### config.mk
export PLATFORM = sky130hd
export DESIGN_NAME = divu_unit
export DESIGN_NICKNAME = d
export VERILOG_FILES = /design/src/rtl/alu_pkg.sv /design/src/rtl/divu_unit_div_step.sv /design/src/rtl/divu_unit.sv
export SDC_FILE = /design/constraint.sdc
export NUM_CORES = 1
export LEC_CHECK = 0
export ABC_AREA = 1
export CORE_ASPECT_RATIO = 0.7
export CORE_MARGIN = 4
export CORE_UTILIZATION = 45
export CTS_CLUSTER_SIZE = 14
export DETAILED_ROUTE_END_ITERATION = 7
export GPL_ROUTABILITY_DRIVEN = 0
export HOLD_SLACK_MARGIN = 0.05
export PLACE_DENSITY = 0.68
export RECOVER_POWER = 50
export SLEW_MARGIN = 30
export SYNTH_ARGS = -nofsm -noshare
export SYNTH_HDL_FRONTEND = slang
export SYNTH_SLANG_ARGS = --single-unit
### constraint.sdc
create_clock -name clk -period 6.4 [get_ports clk]
set_clock_uncertainty 0.05 [all_clocks]
set_input_delay 1.28 -clock clk [delete_from_list [all_inputs] [get_ports clk]]
set_output_delay 1.28 -clock clk [all_outputs]
set_load 0.01 [all_outputs]
### src/rtl/alu_pkg.sv
// Shared ALU definitions: operand width, ALU-control function codes and the
// divider state encoding used by divu_unit.
package alu_pkg;

   localparam int WIDTH = 32;

   localparam logic [5:0] FN_AND       = 6'b100100;
   localparam logic [5:0] FN_OR        = 6'b100101;
   localparam logic [5:0] FN_ADD       = 6'b100000;
   localparam logic [5:0] FN_SUB       = 6'b100010;
   localparam logic [5:0] FN_SLT       = 6'b101010;
   localparam logic [5:0] FN_SRL       = 6'b000010;
   localparam logic [5:0] FN_MULTU     = 6'b011001;
   localparam logic [5:0] FN_DIVU      = 6'b011011;
   localparam logic [5:0] FN_MFHI      = 6'b010000;
   localparam logic [5:0] FN_MFLO      = 6'b010010;
   localparam logic [5:0] FN_HILO_OPEN = 6'b111111;

   localparam logic [1:0] DIVU_IDLE = 2'd0;
   localparam logic [1:0] DIVU_RUN  = 2'd1;
   localparam logic [1:0] DIVU_DONE = 2'd2;

endpackage

### src/rtl/divu_unit_div_step.sv
// One restoring-division iteration: shift the next dividend bit into the
// partial remainder and subtract the divisor if it fits.
module div_step
   import alu_pkg::*;
(
   input  logic [WIDTH:0]   rem_i,
   input  logic [WIDTH-1:0] q_i,
   input  logic [WIDTH-1:0] divisor_i,
   output logic [WIDTH:0]   rem_o,
   output logic [WIDTH-1:0] q_o
);

   logic [WIDTH:0] shifted;
   logic [WIDTH:0] trial;

   assign shifted = {rem_i[WIDTH-1:0], q_i[WIDTH-1]};
   assign trial   = shifted - {1'b0, divisor_i};

   // A clear borrow bit means the divisor fit, so keep the difference.
   always_comb begin
      if (!trial[WIDTH]) begin
         rem_o = trial;
         q_o   = {q_i[WIDTH-2:0], 1'b1};
      end else begin
         rem_o = shifted;
         q_o   = {q_i[WIDTH-2:0], 1'b0};
      end
   end

endmodule

### src/rtl/divu_unit.sv
// Sequential 32-bit unsigned divider producing {remainder, quotient} for HiLo,
// one quotient bit per clock, holding the result until the control code moves on.
module divu_unit
   import alu_pkg::*;
(
   input  logic                 clk,
   input  logic                 rst_n,
   input  logic [5:0]           Signal,
   input  logic [WIDTH-1:0]     dataA,
   input  logic [WIDTH-1:0]     dataB,
   output logic [2*WIDTH-1:0]   dataOut,
   output logic                 busy,
   output logic                 done,
   output logic                 divByZero
);

   logic [1:0]         state_q, state_d;
   logic [WIDTH:0]     rem_q, rem_d;
   logic [WIDTH-1:0]   quo_q, quo_d;
   logic [WIDTH-1:0]   divisor_q, divisor_d;
   logic [4:0]         count_q, count_d;
   logic [2*WIDTH-1:0] result_q, result_d;
   logic               dbz_q, dbz_d;

   logic [WIDTH:0]     stepRem;
   logic [WIDTH-1:0]   stepQuo;
   logic               keepGoing;

   div_step u_step (
      .rem_i     (rem_q),
      .q_i       (quo_q),
      .divisor_i (divisor_q),
      .rem_o     (stepRem),
      .q_o       (stepQuo)
   );

   assign keepGoing = (Signal == FN_DIVU) || (Signal == FN_HILO_OPEN);

   // Abort is checked before iterating, so an aborted run never touches the
   // held result; only the 32nd iteration publishes dataOut and divByZero.
   always_comb begin
      state_d   = state_q;
      rem_d     = rem_q;
      quo_d     = quo_q;
      divisor_d = divisor_q;
      count_d   = count_q;
      result_d  = result_q;
      dbz_d     = dbz_q;
      case (state_q)
         DIVU_IDLE: begin
            if (Signal == FN_DIVU) begin
               state_d   = DIVU_RUN;
               rem_d     = '0;
               quo_d     = dataA;
               divisor_d = dataB;
               count_d   = '0;
            end
         end
         DIVU_RUN: begin
            if (!keepGoing) begin
               state_d = DIVU_IDLE;
            end else begin
               rem_d   = stepRem;
               quo_d   = stepQuo;
               count_d = count_q + 5'd1;
               if (count_q == 5'd31) begin
                  state_d  = DIVU_DONE;
                  result_d = {stepRem[WIDTH-1:0], stepQuo};
                  dbz_d    = (divisor_q == '0);
               end
            end
         end
         DIVU_DONE: begin
            if (!keepGoing) state_d = DIVU_IDLE;
         end
         default: state_d = DIVU_IDLE;
      endcase
   end

   always_ff @(posedge clk or negedge rst_n) begin
      if (!rst_n) begin
         state_q   <= DIVU_IDLE;
         rem_q     <= '0;
         quo_q     <= '0;
         divisor_q <= '0;
         count_q   <= '0;
         result_q  <= '0;
         dbz_q     <= 1'b0;
      end else begin
         state_q   <= state_d;
         rem_q     <= rem_d;
         quo_q     <= quo_d;
         divisor_q <= divisor_d;
         count_q   <= count_d;
         result_q  <= result_d;
         dbz_q     <= dbz_d;
      end
   end

   assign dataOut   = result_q;
   assign divByZero = dbz_q;
   assign busy      = (state_q == DIVU_RUN);
   assign done      = (state_q == DIVU_DONE);

endmodule

==> run_results.csv, run 1 <==
group,metric,value,unit
pwr,cellLeakagePower,6.58,nW
cells_and_area,fin_nets,1609,
timing,fin_setup_tns,0,ns
cts,htreeDepth,4,
floorplan,coreArea,21100,um^2
timing,timing.fmax,223,MHz
critical_path,rr_startpoint,"quo_q[31]$_DFFE_PN0P_",
yosys,synth_area_leaders,"dfrtp_1 (43%), nand2_1 (20%), inv_1 (9.0%), nand3_1 (4.5%), ha_1 (4.3%)",
critical_path,crit_path_end,"divisor_q[24]$_DFFE_PN0P_",
global_routing,grt_pass1_wl,43.0,mm
drt,firstDrtPassIters,5,
timing,fin_ws,1.91,ns
drt,remaining_drc_errors,0,
cts,clkSinkCount,168,
critical_path,crit_slowest_cell,"clkbuf_1",
critical_path,startpoint,"rst_n",
drt,ant_nets,0,
critical_path,r2r_end,"dataOut[60]$_DFFE_PN0P_",
cells_and_area,syn_to_final_growth,22.1,%
drt,vias_per_cell,5.02,
timing,slew_violations,41,
cts,cts_root_buffer,"clkbuf_16",
global_routing,grt_max_degree,98,
cells_and_area,final_area,12000,um^2
pwr,switching_share,29.6,%
pwr,peakVddDrop,0.000170,V
yosys,avgSynthCellArea,7.08,um^2
drt,drt_iter0_markers,695,
pwr,pwr_density_cell,214,nW/um^2
yosys,async_reset_ff_share,100,%
floorplan,start_util,46.5,%
critical_path,path_class,"in2async",
floorplan,design.die.area,24300,um^2
drt,wl,25.9,mm
cells_and_area,multi_input_area,4500,um^2
cells_and_area,layout.cells.non_filler,1791,
pwr,p_int,0.00181,W
global_routing,grt_usage,21.6,%
yosys,synth.top_cells.by_count,"nand2_1 (513), inv_1 (236), dfrtp_1 (168)",
outcome,violations,"capacitance limit, slew limit",
timing,min_period_over_period,70.2,%
critical_path,r2r_setup_slack,2.87,ns
critical_path,arrival,4.78,ns
yosys,yosysTopAreaCell,"dfrtp_1",
yosys,synthCells,1385,
placement,dp.cells,1757,
critical_path,path_cells,"clkbuf_1, clkbuf_1, clkbuf_2",
cts,cts_setup_buffers,0,
floorplan,fp-row-count,44,
yosys,yosysMostFrequentCell,"nand2_1",
cts,cts.clk_slew.worst_paths,0.06,ns
yosys,synth_seq_cells,168,
floorplan,die_x,184,um
critical_path,worst-path-stages,3,
cells_and_area,ff_latch_area,4200,um^2
yosys,synth_warnings,0,
cells_and_area,diodes,0,
drt,via_count,8989,
run,cap_violations,1,
cts,cts_tree,"done",
critical_path,max_stage_delay,1.52,ns
cts,clock_latency,0.44,ns
pwr,switchingPower,0.000759,W
critical_path,cpLargestDelayFamily,"buffers and inverters",
cells_and_area,finish.utilization,56.8,%
pwr,seq_power_share,46.2,%
cells_and_area,nFillCells,2042,
timing,rsz0062_at_grt,"no",
critical_path,worstRegToRegCells,17,
yosys,synth_nets,1492,
worst_hold_path,hp-class,"reg2reg",
yosys,syn_area,9810,um^2
outcome,status,"finished, violations left",
timing,setup_viol_count_final,0,
yosys,synthFlopType,"dfrtp_1",
yosys,synth-seq-area-share,42.9,%
cts,cts_inserted_buffers,17,
timing,hold_violations,0,
placement,place_ws,1.79,ns
critical_path,timing.critical_path.mode_cell,"clkbuf_1",
cts,cts_hold_buf,0,
global_routing,grt_pass1_vias,8418,
floorplan,pin_count,139,
critical_path,critPathMaxFanout,52,
timing,tightest_slew,2.17,ns
floorplan,die_h,132,um
yosys,synth.distinct_cells,36,
critical_path,critical_path_buf_inv_count,3,
placement,place_area,11400,um^2
yosys,netlist.area_leader.share,42.9,%
global_routing,antenna_found_initial,0,
yosys,synth_edf_count,0,
critical_path,cp-end-kind,"async pin",
cts,cts_resized,0,
placement,hpwl,18.5,mm
timing,finalCriticalPeriod,4.49,ns
cts,cts_max_path_buffers,2,
critical_path,critPathRequiredTime,6.69,ns
timing,max-slew-margin-rel,-44.8,%
pwr,p_comb_share,14.2,%
global_routing,overflow,0,
pwr,clock_power_share,39.6,%
critical_path,start_kind,"input pin",
drt,wire_per_inst,14.5,um
placement,numPortBuffers,138,
cells_and_area,drive_above_1_share,3.50,%
## sequential cells by signal (all words and copies together), names as in the netlist
| register | cells |
|---|---|
| state_q | 2 |
| divByZero | 1 |
| rem_q | 32 |
| divisor_q | 32 |
| count_q | 5 |
| dataOut | 64 |
| quo_q | 32 |
## worst min-delay path: cells and delay by family (launching register included)
family	cells	cell delay (ns)
DFF	1	0.34
and+or+nand+nor	2	0.10
## layer usage
layer	vias to the layer above	global-route usage, %	routed length, um
li1	4548	-	-
met1	4174	34.6	13700
met2	242	29.7	10400
met3	25	3.81	1580
met4	0	5.50	275
met5	-	0	0
## power groups by stage
stage	sequential, W	clock (W)	combinational [W]
final	0.00119	0.00102	0.000363
after global routing	0.00120	0.00109	0.000416
after CTS	0.00119	0.00103	0.000364
after detailed placement	0.00121	0	0.000361
after global placement	0.00120	0	0.000351
after floorplan	0.00119	0	0.000226
## cells in the final DEF, fill, tap and decap left out, types with 2 or more instances in the layout
master	Yosys	layout
nand2_1	513	512
inv_1	236	236
dfrtp_1	168	168
clkdlybuf4s50_1	0	104
nand3_1	89	89
nor2_1	80	80
a21oi_1	55	55
o21ai_0	45	45
ha_1	34	34
dlygate4sd3_1	0	33
nand3b_1	23	23
o221ai_1	20	20
clkbuf_16	0	17
nand4_1	13	13
xnor2_1	13	13
o211ai_1	12	12
nor4_1	8	8
inv_8	0	5
nand2_2	4	4
and2_1	4	4
clkinv_4	0	4
nand2_4	2	3
inv_2	3	2
nor2_4	2	2
nor3_1	2	2
xor2_1	2	2
o31ai_1	2	2
clkinvlp_4	0	2
clkinv_8	0	2
inv_6	0	2
clkbuf_1	26	2
clkbuf_2	0	2
## final cells by class
cell class / instances / share of cell area [%]
multi-input cells: 931 / 37.6
flip-flops and latches: 168 / 35.1
repair buffers: 144 / 12.0
inverters: 240 / 7.55
clock buffers: 17 / 3.55
well taps: 276 / 2.88
clock inverters: 15 / 1.31
## worst min path at each step
stage	end	cells after the start	slack, ns	start
finish	dataOut[60]$_DFFE_PN0P_	2	0.42	dataOut[60]$_DFFE_PN0P_
global route	dataOut[37]$_DFFE_PN0P_	2	0.44	dataOut[37]$_DFFE_PN0P_
CTS	dataOut[60]$_DFFE_PN0P_	2	0.43	dataOut[60]$_DFFE_PN0P_
detailed placement	dataOut[59]$_DFFE_PN0P_	2	0.41	dataOut[59]$_DFFE_PN0P_
global placement	dataOut[37]$_DFFE_PN0P_	2	0.41	dataOut[37]$_DFFE_PN0P_
floorplan	count_q[4]$_DFFE_PN0P_	2	0.41	count_q[4]$_DFFE_PN0P_
## logic make-up after synthesis
logic type                 synth area share (%)
buffers and inverters                      11.3
AOI/OAI and AO/OA                          8.23
DFF                                        42.9
adders and majority gates                  4.54
muxes                                     0.115
xor gates and xnor gates                   1.34
and+or+nand+nor                            31.6
## metrics by stage
step | hold slack, ns | total power (W)
floorplan | 0.406 | 0.00142
global placement | 0.412 | 0.00155
detailed placement | 0.414 | 0.00157
CTS | 0.432 | 0.00258
global route | 0.441 | 0.00270
finish | 0.421 | 0.00257
No activity file was read; power rests on OpenSTA's default activity.
==> inputs of run 2 (changes only) <==
--- a/config.mk
+++ b/config.mk
@@ -13,7 +13,7 @@
 export DETAILED_ROUTE_END_ITERATION = 7
 export GPL_ROUTABILITY_DRIVEN = 0
 export HOLD_SLACK_MARGIN = 0.05
-export PLACE_DENSITY = 0.68
+export PLACE_DENSITY = 0.7
 export RECOVER_POWER = 50
 export SLEW_MARGIN = 30
 export SYNTH_ARGS = -nofsm -noshare
==> constraint.sdc (replaced) <==
create_clock -name clk -period 3.9 [get_ports clk]
set_clock_uncertainty 0.05 [all_clocks]
set_input_delay 0.78 -clock clk [delete_from_list [all_inputs] [get_ports clk]]
set_output_delay 0.78 -clock clk [all_outputs]
set_load 0.01 [all_outputs]
==> run 2 against run 1 <==
Effect of this change:
- the flow still finishes with violations (capacitance limit, slew limit)
- first-iteration DRC count rose by 26%
- cell count rose by 0.22%
- via count rose by 1.3%
==> run_results.csv, run 2 (synthesis gave the netlist of run 1 again) <==
group,metric,value,unit
drt,ant_nets,0,
pwr,p_comb_share,14.0,%
cells_and_area,syn_to_final_growth,22.3,%
cts,cts.clk_slew.worst_paths,0.08,ns
cells_and_area,layout.cells.non_filler,1795,
floorplan,fp-row-count,44,
pwr,switchingPower,0.00123,W
global_routing,grt_usage,21.7,%
placement,hpwl,18.9,mm
placement,dp.cells,1763,
critical_path,critPathRequiredTime,4.07,ns
critical_path,r2r_end,"dataOut[35]$_DFFE_PN0P_",
outcome,status,"finished, violations left",
drt,wl,26.1,mm
floorplan,design.die.area,24300,um^2
pwr,peakVddDrop,0.000247,V
floorplan,die_x,184,um
floorplan,coreArea,21100,um^2
timing,min_period_over_period,82.3,%
pwr,p_int,0.00297,W
timing,rsz0062_at_grt,"no",
pwr,pwr_density_cell,350,nW/um^2
global_routing,grt_pass1_vias,8401,
global_routing,overflow,0,
placement,numPortBuffers,138,
critical_path,critPathMaxFanout,50,
timing,tightest_slew,2.17,ns
drt,via_count,9108,
pwr,clock_power_share,39.6,%
cts,clkSinkCount,168,
cells_and_area,largest_reg_flops,64,
cells_and_area,fin_nets,1613,
critical_path,worstRegToRegCells,16,
pwr,cellLeakagePower,6.47,nW
cts,clock_latency,0.44,ns
timing,finalCriticalPeriod,3.21,ns
drt,wire_per_inst,14.5,um
critical_path,path_class,"in2reg",
timing,setup_viol_count_final,0,
timing,hold_violations,0,
cts,cts_hold_buf,0,
cts,cts_tree,"done",
cells_and_area,drive_above_1_share,3.55,%
floorplan,pin_count,139,
cells_and_area,final_cell_mix,"nand2_1 (512), inv_1 (236), dfrtp_1 (168)",
drt,vias_per_cell,5.07,
global_routing,grt_max_degree,98,
critical_path,rr_startpoint,"divisor_q[0]$_DFFE_PN0P_",
worst_hold_path,hp-class,"in2async",
floorplan,start_util,46.5,%
timing,timing.fmax,312,MHz
critical_path,start_kind,"input pin",
critical_path,arrival,3.38,ns
cts,cts_resized,0,
pwr,switching_share,29.4,%
timing,slew_violations,197,
drt,remaining_drc_errors,0,
run,cap_violations,4,
outcome,violations,"capacitance limit, slew limit",
floorplan,die_h,132,um
timing,max-slew-margin-rel,-44.9,%
critical_path,cp-end-kind,"flip-flop",
global_routing,antenna_found_initial,0,
pwr,seq_power_share,46.3,%
drt,firstDrtPassIters,5,
cells_and_area,mostFrequentLayoutCell,"nand2_1",
drt,drt_iter0_markers,879,
cts,cts_max_path_buffers,2,
critical_path,r2r_setup_slack,0.76,ns
critical_path,startpoint,"Signal[2]",
timing,fin_setup_tns,0,ns
cts,cts_setup_buffers,0,
cts,cts_root_buffer,"clkbuf_16",
global_routing,grt_pass1_wl,43.0,mm
cells_and_area,diodes,0,
cts,htreeDepth,4,
cts,cts_inserted_buffers,17,
run 2: cell types whose count changed in the layout (fill, tap and decap cells not counted), sizes merged:
cell and change:
clkdlybuf4s50 +32, dlygate4sd3 -32, buf +3, clkbuf +1, clkinvlp -1, inv +1
run 2: area by class of cell:
cell class / instances / area (um^2)
clock buffers: 17 / 425
clock inverters: 15 / 156
fillers: 2005 / 9090
inverters: 240 / 903
multi-input cells: 931 / 4500
flip-flops and latches: 168 / 4200
well taps: 276 / 345
repair buffers: 148 / 1460
run 2: through the flow:
step	area [um^2]	setup slack [ns]	hold WS (ns)	total power, W	utilization [%]
global route	12000	0.421	0.281	0.00441	56.9
finish	12000	0.692	0.244	0.00420	56.9
detailed placement	11400	0.825	0.414	0.00256	54.2
floorplan	9810	1.66	0.406	0.00233	-
CTS	12000	0.796	0.281	0.00423	57.0
global placement	11400	0.821	0.415	0.00255	54.2
run 2: how the worst max path moves through the flow:
stage	endpoint	slack, ns
after global placement	dataOut[34]$_DFFE_PN0P_	0.82
after CTS	dataOut[39]$_DFFE_PN0P_	0.80
final	quo_q[7]$_DFFE_PN0P_	0.69
after detailed placement	dataOut[39]$_DFFE_PN0P_	0.82
after global routing	quo_q[1]$_DFFE_PN0P_	0.42
after floorplan	rem_q[10]$_DFFE_PN0P_	1.66
run 2: worst max-delay path: stages:
cell	delay (ns)
dlygate4sd3_1	0.54
nor2_1	0.06
nand4_1	0.15
clkbuf_1	1.56
o221ai_1	0.25
run 2: per-layer routing:
| metal | vias to the layer above | part of all wire, % | global-route usage (%) |
|---|---|---|---|
| li1 | 4552 | - | - |
| met1 | 4228 | 50 | 34.2 |
| met2 | 300 | 41 | 30.4 |
| met3 | 28 | 7.8 | 4.78 |
| met4 | 0 | 1.1 | 4.68 |
| met5 | - | 0 | 0 |
run 2: power by group through the flow:
stage | registers [W] | clock network (W) | logic, W
after CTS | 0.00194 | 0.00169 | 0.000593
final | 0.00195 | 0.00167 | 0.000589
after global routing | 0.00196 | 0.00177 | 0.000679
after detailed placement | 0.00198 | 0 | 0.000588
after global placement | 0.00198 | 0 | 0.000573
after floorplan | 0.00196 | 0 | 0.000371
